### src/rtl/counter_cmd_sequencer_pkg.sv
// Shared types for the game-counter command sequencer: count modes, FSM states
// and the default command record layout.
package counter_seq_pkg;

  localparam int DEF_DEPTH   = 4;
  localparam int DEF_DWELL_W = 8;
  localparam int DEF_VAL_W   = 4;

  typedef enum logic [1:0] {
    UP1 = 2'b00,
    UP2 = 2'b01,
    DN1 = 2'b10,
    DN2 = 2'b11
  } mode_e;

  typedef enum logic [1:0] {
    IDLE,
    LOAD,
    RUN,
    HALT
  } seq_state_e;

  typedef struct packed {
    mode_e                  mode;
    logic                   load;
    logic [DEF_VAL_W-1:0]   value;
    logic [DEF_DWELL_W-1:0] dwell;
  } cmd_t;

endpackage

### src/rtl/seq_cmd_fifo.sv
// Command FIFO with push/pop/flush and a registered occupancy count.
// Head is read combinationally so a pop can capture it on the same edge.
module seq_cmd_fifo
  import counter_seq_pkg::*;
#(
  parameter int  DEPTH = DEF_DEPTH,
  parameter type T     = cmd_t,
  localparam int AW    = $clog2(DEPTH),
  localparam int LW    = AW + 1
) (
  input  logic          clk,
  input  logic          rst,
  input  logic          push,
  input  T              push_data,
  input  logic          pop,
  input  logic          flush,
  output T              head,
  output logic [LW-1:0] level,
  output logic          full,
  output logic          empty
);

  T               mem [DEPTH];
  logic [AW-1:0]  wr_ptr_reg;
  logic [AW-1:0]  rd_ptr_reg;
  logic [LW-1:0]  level_reg;

  always_ff @(posedge clk) begin
    if (push) mem[wr_ptr_reg] <= push_data;
  end

  always_ff @(posedge clk or negedge rst) begin
    if (!rst) begin
      wr_ptr_reg <= '0;
      rd_ptr_reg <= '0;
      level_reg  <= '0;
    end else if (flush) begin
      wr_ptr_reg <= '0;
      rd_ptr_reg <= '0;
      level_reg  <= '0;
    end else begin
      if (push) wr_ptr_reg <= wr_ptr_reg + AW'(1);
      if (pop)  rd_ptr_reg <= rd_ptr_reg + AW'(1);
      // Simultaneous push and pop leaves the count unchanged.
      if (push && !pop)      level_reg <= level_reg + LW'(1);
      else if (pop && !push) level_reg <= level_reg - LW'(1);
    end
  end

  assign head  = mem[rd_ptr_reg];
  assign level = level_reg;
  assign full  = (level_reg == LW'(DEPTH));
  assign empty = (level_reg == '0);

endmodule

### src/rtl/counter_cmd_sequencer.sv
// Feeds queued host commands to the game counter and halts on GAMEOVER.
// Optional SEQ_LOOP_EN adds loop_en, which replays the queue cyclically.
module counter_cmd_sequencer
  import counter_seq_pkg::*;
#(
  parameter int  DEPTH   = DEF_DEPTH,
  parameter int  DWELL_W = DEF_DWELL_W,
  parameter int  VAL_W   = DEF_VAL_W,
  localparam int LVL_W   = $clog2(DEPTH) + 1
) (
  input  logic               clk,
  input  logic               rst,
  input  logic               cmd_valid,
  output logic               cmd_ready,
  input  logic [1:0]         cmd_mode,
  input  logic               cmd_load,
  input  logic [VAL_W-1:0]   cmd_value,
  input  logic [DWELL_W-1:0] cmd_dwell,
  input  logic               gameover,
  input  logic               resume,
`ifdef SEQ_LOOP_EN
  input  logic               loop_en,
`endif
  output logic [1:0]         control_signals,
  output logic [VAL_W-1:0]   init_value,
  output logic               init_signal,
  output logic               busy,
  output logic               halted,
  output logic [LVL_W-1:0]   fifo_level
);

  typedef struct packed {
    mode_e              mode;
    logic               load;
    logic [VAL_W-1:0]   value;
    logic [DWELL_W-1:0] dwell;
  } cmd_w_t;

  seq_state_e         state_reg;
  logic [DWELL_W-1:0] dwell_cnt_reg;
  cmd_w_t             host_cmd, push_cmd, head_cmd;
  logic               fifo_push, fifo_pop, fifo_full, fifo_empty;
  logic               last_run;
  logic [DWELL_W-1:0] head_dwell;

  assign host_cmd = '{mode: mode_e'(cmd_mode), load: cmd_load,
                      value: cmd_value, dwell: cmd_dwell};

  assign last_run   = (state_reg == RUN) && (dwell_cnt_reg == DWELL_W'(1));
  assign fifo_pop   = !gameover && !fifo_empty && ((state_reg == IDLE) || last_run);
  assign head_dwell = (head_cmd.dwell == '0) ? DWELL_W'(1) : head_cmd.dwell;

`ifdef SEQ_LOOP_EN
  assign cmd_ready = !fifo_full && (state_reg != HALT) && !gameover && !loop_en;
  // fifo_pop already excludes gameover, so a flush always beats the replay.
  assign fifo_push = (cmd_valid && cmd_ready) || (loop_en && fifo_pop);
  assign push_cmd  = loop_en ? head_cmd : host_cmd;
`else
  assign cmd_ready = !fifo_full && (state_reg != HALT) && !gameover;
  assign fifo_push = cmd_valid && cmd_ready;
  assign push_cmd  = host_cmd;
`endif

  seq_cmd_fifo #(
    .DEPTH (DEPTH),
    .T     (cmd_w_t)
  ) u_fifo (
    .clk       (clk),
    .rst       (rst),
    .push      (fifo_push),
    .push_data (push_cmd),
    .pop       (fifo_pop),
    .flush     (gameover),
    .head      (head_cmd),
    .level     (fifo_level),
    .full      (fifo_full),
    .empty     (fifo_empty)
  );

  // The outputs plus dwell_cnt_reg together form the current-command register.
  always_ff @(posedge clk or negedge rst) begin
    if (!rst) begin
      state_reg       <= IDLE;
      dwell_cnt_reg   <= '0;
      control_signals <= 2'b00;
      init_value      <= '0;
      init_signal     <= 1'b0;
      busy            <= 1'b0;
      halted          <= 1'b0;
    end else if (gameover) begin
      state_reg     <= HALT;
      dwell_cnt_reg <= '0;
      init_signal   <= 1'b0;
      busy          <= 1'b0;
      halted        <= 1'b1;
    end else begin
      case (state_reg)
        IDLE, RUN: begin
          if (fifo_pop) begin
            control_signals <= head_cmd.mode;
            dwell_cnt_reg   <= head_dwell;
            busy            <= 1'b1;
            if (head_cmd.load) begin
              state_reg   <= LOAD;
              init_signal <= 1'b1;
              init_value  <= head_cmd.value;
            end else begin
              state_reg   <= RUN;
              init_signal <= 1'b0;
            end
          end else if (state_reg == RUN) begin
            init_signal   <= 1'b0;
            dwell_cnt_reg <= dwell_cnt_reg - DWELL_W'(1);
            if (last_run) begin
              state_reg <= IDLE;
              busy      <= 1'b0;
            end
          end
        end
        LOAD: begin
          state_reg   <= RUN;
          init_signal <= 1'b0;
        end
        HALT: begin
          if (resume) begin
            state_reg <= IDLE;
            halted    <= 1'b0;
          end
        end
      endcase
    end
  end

endmodule

### config.mk
export PLATFORM = sky130hd
export DESIGN_NAME = counter_cmd_sequencer
export DESIGN_NICKNAME = d
export VERILOG_FILES = /design/src/rtl/counter_cmd_sequencer_pkg.sv /design/src/rtl/seq_cmd_fifo.sv /design/src/rtl/counter_cmd_sequencer.sv
export SDC_FILE = /design/constraint.sdc
export NUM_CORES = 1
export LEC_CHECK = 0
export CORE_MARGIN = 2
export CORE_UTILIZATION = 59
export CTS_BUF_LIST = sky130_fd_sc_hd__clkbuf_2 sky130_fd_sc_hd__clkbuf_4 sky130_fd_sc_hd__clkbuf_8
export DETAILED_ROUTE_END_ITERATION = 16
export DONT_BUFFER_PORTS = 1
export PLACE_DENSITY = 0.78
export REMOVE_ABC_BUFFERS = 1
export SYNTH_ARGS = -nofsm -noshare
export SYNTH_HDL_FRONTEND = slang
export SYNTH_SLANG_ARGS = --single-unit
### constraint.sdc
create_clock -name clk -period 2.4 [get_ports clk]
set_input_delay 0.6 -clock clk [delete_from_list [all_inputs] [get_ports clk]]
set_output_delay 0.6 -clock clk [all_outputs]
set_load 0.02 [all_outputs]
Word-level counts from Yosys, hierarchy flattened
Memory sizes are Yosys's and may differ from the RTL's.
Cells that the tools add are included.

word-level totals
  register bits = 26
  memories kept = 1
  memory bits (writable) = 60
  word-level logic and storage cells = 94

cells by class
  mux-type cells = 34
  add/sub/neg operators = 5
  eq/ne operators = 9
  reductions and logical operators = 34
  bitwise operators = 1

memories
  name        depth  bits a word  rd ports  clocked after memory_dff  wr ports  RTL line            RTL
  u_fifo.mem  4      15           1         0                         1         seq_cmd_fifo.sv:23  T mem [DEPTH];

operators with widths
  operator                                          count
  2-to-1 mux 8 bit                                  5
  2-to-1 mux 2 bit                                  10
  2-to-1 mux 1 bit                                  14
  nonzero test 3 bit                                4
  nonzero test 2 bit                                5
  2-to-1 mux 3 bit                                  3
  AND reduction 3 bit                               3
  == test 8 x 1 -> 1 bit, second input constant     1
  logical AND 1 bit                                 8
  logical NOT 8 bit                                 1
  != test 4 x 3 -> 1 bit, second input constant     2
  subtractor 8 x 1 -> 8 bit, second input constant  1
  one-hot mux 2 bit (3 select lines)                1
  AND reduction 2 bit                               3
  logical NOT 1 bit                                 5
  adder 2 x 1 -> 2 bit, second input constant       2
  == test 2 bit, second input constant              2
  AND reduction 4 bit                               1
  adder 3 x 1 -> 3 bit, second input constant       1
  == test 3 bit, second input constant              1
  logical NOT 3 bit                                 1
  != test 3 bit, second input constant              1
  subtractor 3 x 1 -> 3 bit, second input constant  1
  == test 2 x 1 -> 1 bit, second input constant     1
  other kinds (6)                                   6

Depth between registers and ports, before layout
Gate-level depths: netlist of the first run.

  depth after elaboration = 10
  depth in mapped cells = 10
  gate-level depth less buffers = 10

Cells and area by module
A second synthesis of the first run with hierarchy kept.

second synthesis, totals
  cell total of the unflattened synthesis = 233
  area total of the unflattened synthesis = 3,789.9 um2

by module, submodules not included
  module                 sequential area each (um2)  instances  cells each  area an instance (um2)
  seq_cmd_fifo           1,976.9                     1          122         2,638.8
  counter_cmd_sequencer  475.5                       1          111         1,151.1

Worst setup path before layout of the first run
No wires, ideal clock.

  path kind = register -> register
  start = register dwell_cnt_reg[1]
  end = register u_fifo.level_reg[2] (netlist: u_fifo.level[2])
  path slack = -0.172 ns
  data required time = 2.275 ns
  arrival = 2.448 ns
  buffers on the path = 0
  cell stages (with the launch flop) = 11
  path through = dfrtp_1 -> inv_1 -> ha_1 -> nor4b_4 -> a31oi_2 -> nor2_1 -> nor3_1 -> fa_1 -> and3_1 -> a22oi_1 -> mux2_2

on the way
  longest elaborated chain between the ends = 8

RTL lines
  element                     RTL line                      RTL
  start, declared             counter_cmd_sequencer.sv:40   logic [DWELL_W-1:0] dwell_cnt_reg;
  start signal, assigned      counter_cmd_sequencer.sv:101  dwell_cnt_reg <= head_dwell;
  start signal, assigned      counter_cmd_sequencer.sv:113  dwell_cnt_reg <= dwell_cnt_reg - DWELL_W'(1);
  == test 8 x 1 -> 1 bit (*)  counter_cmd_sequencer.sv:49   assign last_run = (state_reg == RUN) && (dwell_cnt_reg == DWELL_W'(1));
  logical AND 1 bit (*)       counter_cmd_sequencer.sv:49
  logical OR 1 bit (*)        counter_cmd_sequencer.sv:50   assign fifo_pop = !gameover && !fifo_empty && ((state_reg == IDLE) || last_run);
  logical AND 1 bit (*)       counter_cmd_sequencer.sv:50
  logical NOT 1 bit           seq_cmd_fifo.sv:45            if (push && !pop) level_reg <= level_reg + LW'(1);
  logical AND 1 bit           seq_cmd_fifo.sv:45
  2-to-1 mux 3 bit            seq_cmd_fifo.sv:45
  2-to-1 mux 3 bit            seq_cmd_fifo.sv:37            end else if (flush) begin
  end signal, assigned        seq_cmd_fifo.sv:45
  end signal, assigned        seq_cmd_fifo.sv:46            else if (pop && !push) level_reg <= level_reg - LW'(1);
  end, declared               seq_cmd_fifo.sv:26            logic [LW-1:0] level_reg;

Mark *: on every way between the ends. The rest lies on a longest branch, timed or not.
A chain may end at the register's enable or synchronous reset.

Worst setup path after layout of the first run
  start = register u_fifo.rd_ptr_reg[0]
  end = register dwell_cnt_reg[0]

on the way
  longest elaborated chain between the ends = 6

RTL lines
  element                       RTL line                     RTL
  start, declared               seq_cmd_fifo.sv:25           logic [AW-1:0] rd_ptr_reg;
  start signal, assigned        seq_cmd_fifo.sv:43           if (pop) rd_ptr_reg <= rd_ptr_reg + AW'(1);
  memory read (4 x 15 bit) (*)  --
  logical NOT 8 bit             counter_cmd_sequencer.sv:51  assign head_dwell = (head_cmd.dwell == '0) ? DWELL_W'(1) : head_cmd.dwell;
  2-to-1 mux 8 bit (*)          counter_cmd_sequencer.sv:51
  2-to-1 mux 8 bit (*)          counter_cmd_sequencer.sv:99  if (fifo_pop) begin
  2-to-1 mux 8 bit (*)          counter_cmd_sequencer.sv:97  case (state_reg)
  2-to-1 mux 8 bit (*)          counter_cmd_sequencer.sv:90  end else if (gameover) begin

Mark *: on every way between the ends. The rest lies on a longest branch, timed or not. The select of a mux whose other input is x is not followed.

==> results of run 1 <==
==> cells in the mapped netlist (2+ instances only) <==
master	instances	share of area [%]
inv_1	10	1.0
and2_1	5	0.85
xnor2_1	4	0.95
ha_1	6	2.0
or3_1	2	0.34
clkbuf_1	5	0.51
or4_1	3	0.61
nor3_1	3	0.41
nor4_1	2	0.34
edfxtp_1	60	49
a22oi_1	4	0.81
nand2_1	11	1.1
mux4_2	14	8.5
dfrtp_1	26	18
a31oi_1	2	0.34
mux2_2	8	2.4
a21oi_1	7	0.95
nand3_1	8	1.1
nor2_1	13	1.3
o21ai_0	7	0.95
==> through the flow <==
stage	setup WS, ns	utilization, %	power (mW)
final	0.122	69.3	3.49
after global routing	0.0128	69.3	3.65
after CTS	0.0581	69.0	3.51
after detailed placement	0.0693	65.1	2.44
after global placement	0.115	65.1	2.42
after floorplan	-0.173	-	2.26
==> path summary, 6_finish.rpt <==
check                                           from              endpoint  slack, ns  depth (start not counted)
min in group clk                            gameover       u_fifo.level[1]       0.31                          1
worst min register to register  u_fifo.wr_ptr_reg[1]  u_fifo.wr_ptr_reg[1]       0.60                          2
worst max register to register  u_fifo.rd_ptr_reg[0]      dwell_cnt_reg[0]       0.12                          5
max in group asynchronous                        rst    control_signals[0]       2.18                          1
worst max-delay path            u_fifo.rd_ptr_reg[0]      dwell_cnt_reg[0]       0.12                          5
worst min-delay path                             rst         init_value[2]       0.06                          1
==> critical path: cells and delay by family, from the launching register on <==
kind	cells	cell delay, ns
AOI/OAI and AO/OA	2	0.22
DFF	1	0.63
and+or+nand+nor	2	0.74
muxes	1	0.61
==> final cells by class <==
| type | count | area, µm² | area share [%] |
|---|---|---|---|
| Timing Repair Buffer | 22 | 178 | 4.28 |
| Tap cell | 75 | 93.8 | 2.26 |
| Multi-Input combinational cell | 128 | 1180 | 28.4 |
| Clock buffer | 9 | 124 | 2.98 |
| Sequential cell | 86 | 2450 | 59.1 |
| Clock inverter | 7 | 86.3 | 2.08 |
| Inverter | 10 | 37.5 | 0.904 |
==> kinds of logic (layout without fill, tap and decap cells) <==
kind of cell / Yosys count / after routing / synth area share, %
xor+xnor: 5 / 5 / 1.19
buf+inv: 17 / 48 / 1.96
compound gates: 35 / 35 / 7.11
mux: 24 / 24 / 12.0
flops: 86 / 86 / 66.4
simple gates: 57 / 57 / 8.81
fa+ha+maj: 7 / 7 / 2.57
==> routing by layer <==
layer / GRT usage [%] / share of wire, %
met1: 28.6 / 46
met2: 31.8 / 47
met3: 5.57 / 5.2
met4: 9.39 / 1.7
met5: 0 / 0
==> timing repair <==
action | in CTS | in global routing
setup endpoints to repair | 0 | 2
buffers inserted | 0 | 1
hold endpoints to repair | 26 | 0
gates resized for setup | 0 | 3
hold buffers | 1 | 0
==> power by group <==
part	total [mW]	switching [mW]	internal (mW)	leakage (nW)
clock	1.05	0.550	0.505	0.104
combinational	0.544	0.280	0.264	0.512
sequential	1.89	0.179	1.71	0.881
total	3.49	1.01	2.48	1.50
==> reports/summary.txt, run 1 <==
vias in the first global route: 2178
Synth Register Bits: 86
layout cell share with drive strength beyond 1: 27.5%
cells after synthesis: 231
Req. time, crit path: 2.67 ns
TritonCTS clock tree: yes
RSZ-0062 raised after global routing: no
PD cells: 841 nW/µm²
area of the die: 6910 µm²
Startpoint Class: register
row cnt: 28
crit path cell chain: mux4_2 > or4_1 > nor4_2 > o21ai_1 > o211ai_2
min Tclk post-route: 2.28 ns
number of library cell types mapped by synthesis: 51
Ant. Diodes: 0
leakage power: 1.50 nW
clk sink count: 86
CP max stage cell: dfrtp_1
Filler Cell Count: 398
clk slew on worst S/H paths: 0.09 ns
outcome: complete, no violations
Core Area: 5990 µm²
Die Span X: 83.1 µm
Final HPWL DP: 4380 µm
post-synthesis sequential area ratio: 66.4%
Design Area, Final: 4150 µm²
largest net degree at the start of global routing: 27
Worst Tran Pin Value: 0.680 ns
Synth warnings: 0
crit path DAT: 2.55 ns
Layout area overhead: 12.4%
initial antenna violation count: 0
Max Cap Viol: 0
via count: 2090
GRT Residual Overflow: 0
DRT Wirelength: 6640 µm
Hold WC Path Type: input port to asynchronous set/reset pin
Largest register FFs: 60
GP Congestion: 0.822
Initial DRT Pass Iterations: 4
Setup Viol. Count Final: 0
setup TNS: 0 ns
commonest non-fill, non-tap cell in the layout: edfxtp_1
commonest cells after routing, fill and taps aside: 60 x edfxtp_1, 26 x dfrtp_1, 21 x buf_4, 14 x mux4_2, 12 x nor2_1
Buffers on Ports: 0
CTS root buf: clkbuf_8
placed cells: 319
starting density of the core: 61.7%
DR vias/cell: 6.20
Die H: 83.1 µm
crit end category: register
Inserted Clock Buffers: 9
Final Skew: 0.00699 ns
H-tree Lvls: 3
Synth Cell Area: 3690 µm²
EDFF count, synth: 60
Final nets: 284
CP max stage delay: 0.63 ns
Avg Cell Area, Syn: 16.0 µm²
crit share post-route: 94.9%
WL per Instance: 19.7 µm
Max clock buf depth: 2
Crit Path Max Fanout: 9
Area after DPL: 3900 µm²
asr flop ratio synth: 30.2%
WHS: 0.0599 ns
Rel. slew slack: 54.2%
Post-Layout Cell Count: 337
Max Freq: 439 MHz
first-pass GRT wire length: 11000 µm
Synth Flop Type: edfxtp_1
num ports: 33
Iter 0 DRT Violations: 179
Final Hold Vio Count: 0
number of routed nets with antenna violations: 0
Tot GR Track Use: 20.9%
Slew Limit Fails: 0
peak supply drop: 0.000480 V
DRC Markers: 0
Crit Path Category: register to register
Clk Latency, worst-skew pair: 0.34 ns
No activity file was read; power rests on OpenSTA's default activity.
==> run 2, diff against run 1 <==
--- a/config.mk
+++ b/config.mk
@@ -5,12 +5,15 @@
 export SDC_FILE = /design/constraint.sdc
 export NUM_CORES = 1
 export LEC_CHECK = 0
+export CELL_PAD_IN_SITES_DETAIL_PLACEMENT = 1
+export CELL_PAD_IN_SITES_GLOBAL_PLACEMENT = 1
 export CORE_MARGIN = 2
-export CORE_UTILIZATION = 59
+export CORE_UTILIZATION = 50
 export CTS_BUF_LIST = sky130_fd_sc_hd__clkbuf_2 sky130_fd_sc_hd__clkbuf_4 sky130_fd_sc_hd__clkbuf_8
 export DETAILED_ROUTE_END_ITERATION = 16
 export DONT_BUFFER_PORTS = 1
-export PLACE_DENSITY = 0.78
+export GPL_TIMING_DRIVEN = 0
+export PLACE_DENSITY_LB_ADDON = 0.1
 export REMOVE_ABC_BUFFERS = 1
 export SYNTH_ARGS = -nofsm -noshare
 export SYNTH_HDL_FRONTEND = slang
==> run 2 against run 1 <==
Compared with the run above:
- clock-buffer cell count grew 1
- via count shrank 2.1%
- setup slack lost 0.099 ns
- fmax shrank 4.1%
- first-iteration DRC count shrank 37%
- sequential power grew 2%
- clock skew grew 0.0025 ns
==> reports/summary.txt, run 2 (synthesized netlist as in run 1, its figures left out) <==
Crit Path Max Fanout: 4 (-5)
DRC Markers: 0 (unchanged)
Setup Viol. Count Final: 0 (unchanged)
Hold WC Path Type: input port to asynchronous set/reset pin
Max clock buf depth: 2 (unchanged)
Core Area: 7210 µm² (+20%)
Area after DPL: 3780 µm² (-3.1%)
CTS root buf: clkbuf_8
clk slew on worst S/H paths: 0.09 ns (about the same)
GRT Residual Overflow: 0 (unchanged)
first-pass GRT wire length: 12000 µm (+9.0%)
Post-Layout Cell Count: 352 (+4.5%)
Iter 0 DRT Violations: 112 (-37%)
Die H: 90.0 µm (+8.2%)
area of the die: 8090 µm² (+17%)
WL per Instance: 21.3 µm (+8.0%)
row cnt: 31 (+11%)
Buffers on Ports: 0 (unchanged)
crit end category: register
Multi-input gate area: 1230 µm² (+4.2%)
layout cell share with drive strength beyond 1: 29.2% (+1.8 points)
Worst Setup SP: dwell_cnt_reg[1]
crit path DAT: 2.62 ns (+0.07 ns)
min Tclk post-route: 2.38 ns (+0.0985 ns)
outcome: complete, no violations
Filler Cell Count: 663 (+67%)
reg2reg setup slack: 0.02 ns (-0.10 ns)
RSZ-0062 raised after global routing: yes
placed cells: 323 (+1.3%)
Rel. slew slack: 50.3% (-3.9 points)
Final HPWL DP: 4880 µm (+11%)
GP Congestion: 0.761 (-7.4%)
worst r2r path cells: 10 (+5)
Tot GR Track Use: 19.6% (-1.3 points)
vias in the first global route: 2290 (+5.1%)
DR vias/cell: 5.81 (-6.3%)
number of routed nets with antenna violations: 0 (unchanged)
reg2reg end: u_fifo.level[2]
Final nets: 275 (-3.2%)
Crit Path Category: register to register
register area: 2460 µm² (+0.20%)
Ant. Diodes: 0 (unchanged)
clk sink count: 86 (unchanged)
Final Util: 57.8% (-12 points)
Max Cap Viol: 0 (unchanged)
Layout area overhead: 12.8%
Clk Latency, worst-skew pair: 0.35 ns (about the same)
Max Freq: 421 MHz (-4.1%)
Design Area, Final: 4170 µm² (+0.42%)
Req. time, crit path: 2.64 ns (-0.03 ns)
Slew Limit Fails: 0 (unchanged)
initial antenna violation count: 0 (unchanged)
Inserted Clock Buffers: 9 (unchanged)
PD cells: 845 nW/µm² (+0.55%)
Initial DRT Pass Iterations: 4 (unchanged)
H-tree Lvls: 3 (unchanged)
Final Hold Vio Count: 0 (unchanged)
Final Skew: 0.00945 ns (+0.00246 ns)
Startpoint Class: register
Worst Tran Pin Value: 0.738 ns (+0.0579 ns)
Largest register FFs: 60 (unchanged)
starting density of the core: 51.2% (-10 points)
via count: 2046 (-2.1%)
commonest non-fill, non-tap cell in the layout: edfxtp_1
num ports: 33 (unchanged)
Die Span X: 90.0 µm (+8.2%)
setup TNS: 0 ns (unchanged)
peak supply drop: 0.000486 V (+1.2%)
leakage power: 1.46 nW (-2.5%)
crit path to: u_fifo.level[2]
largest net degree at the start of global routing: 27 (unchanged)
reg2reg start: dwell_cnt_reg[1]
crit share post-route: 99.0% (+4.1 points)
DRT Wirelength: 7480 µm (+13%)
TritonCTS clock tree: yes
commonest cells after routing, fill and taps aside: 60 x edfxtp_1, 24 x dfrtp_1, 14 x mux4_2, 12 x nor2_1, 12 x buf_4
-- run 2: cell count changes in the layout (fill, tap and decap cells not counted), sizes merged --
cell	delta
clkinv	+1
buf	-9
inv	-1
clkbuf	+1
clkinvlp	-1
-- run 2: report_power, final --
group / switching (mW) / internal, mW
registers: 0.213 / 1.71
logic: 0.283 / 0.246
clock network: 0.555 / 0.515
total: 1.05 / 2.47
-- run 2: layout make-up --
cell class | count | area share, %
multi-input cells | 128 | 29.5
inverters | 10 | 0.901
repair buffers | 13 | 2.64
well taps | 99 | 2.97
clock inverters | 6 | 1.89
flip-flops and latches | 86 | 59.0
clock buffers | 10 | 3.15
-- run 2: through the flow --
step	total power, mW	setup WS, ns	hold WS, ns
floorplan	2.26	-0.173	0.304
global placement	2.35	-0.519	0.305
detailed placement	2.40	-0.617	0.305
CTS	3.50	-0.0784	0.0454
global route	3.69	-0.0818	0.0389
finish	3.52	0.0239	0.0568
-- run 2: worst min-delay path by stage --
stage | startpoint | slack (ns) | end
after CTS | rst | 0.05 | u_fifo.level[2]
after global placement | rst | 0.31 | u_fifo.level[1]
after floorplan | rst | 0.30 | busy
after global routing | rst | 0.04 | u_fifo.level[0]
after detailed placement | rst | 0.31 | u_fifo.level[1]
final | rst | 0.06 | busy
-- run 2: what timing repair did --
item	4_1_cts	5_1_grt
hold buffers	1	0
pin swaps	2	2
endpoints found under the setup margin	4	67
endpoints found under the hold margin	26	0
buffers inserted	2	10
resized for setup	7	12
-- run 2: layer usage --
metal | part of all wire, % | wire length [µm] | GRT usage (%)
met5 | 0 | 0 | 0
met4 | 1.6 | 123 | 6.92
met3 | 4.6 | 343 | 6.04
met2 | 52 | 3860 | 32.7
met1 | 42 | 3160 | 24.4
-- run 2: critical path, stage by stage, from the launching register on --
cell and delay [ns]:
dfrtp_1 0.42, inv_2 0.07, ha_1 0.14, nor4b_4 0.26, a31oi_4 0.19, nor2_4 0.16, nor3_2 0.06, fa_2 0.35
and3_4 0.16, a22oi_2 0.13, mux2_4 0.31
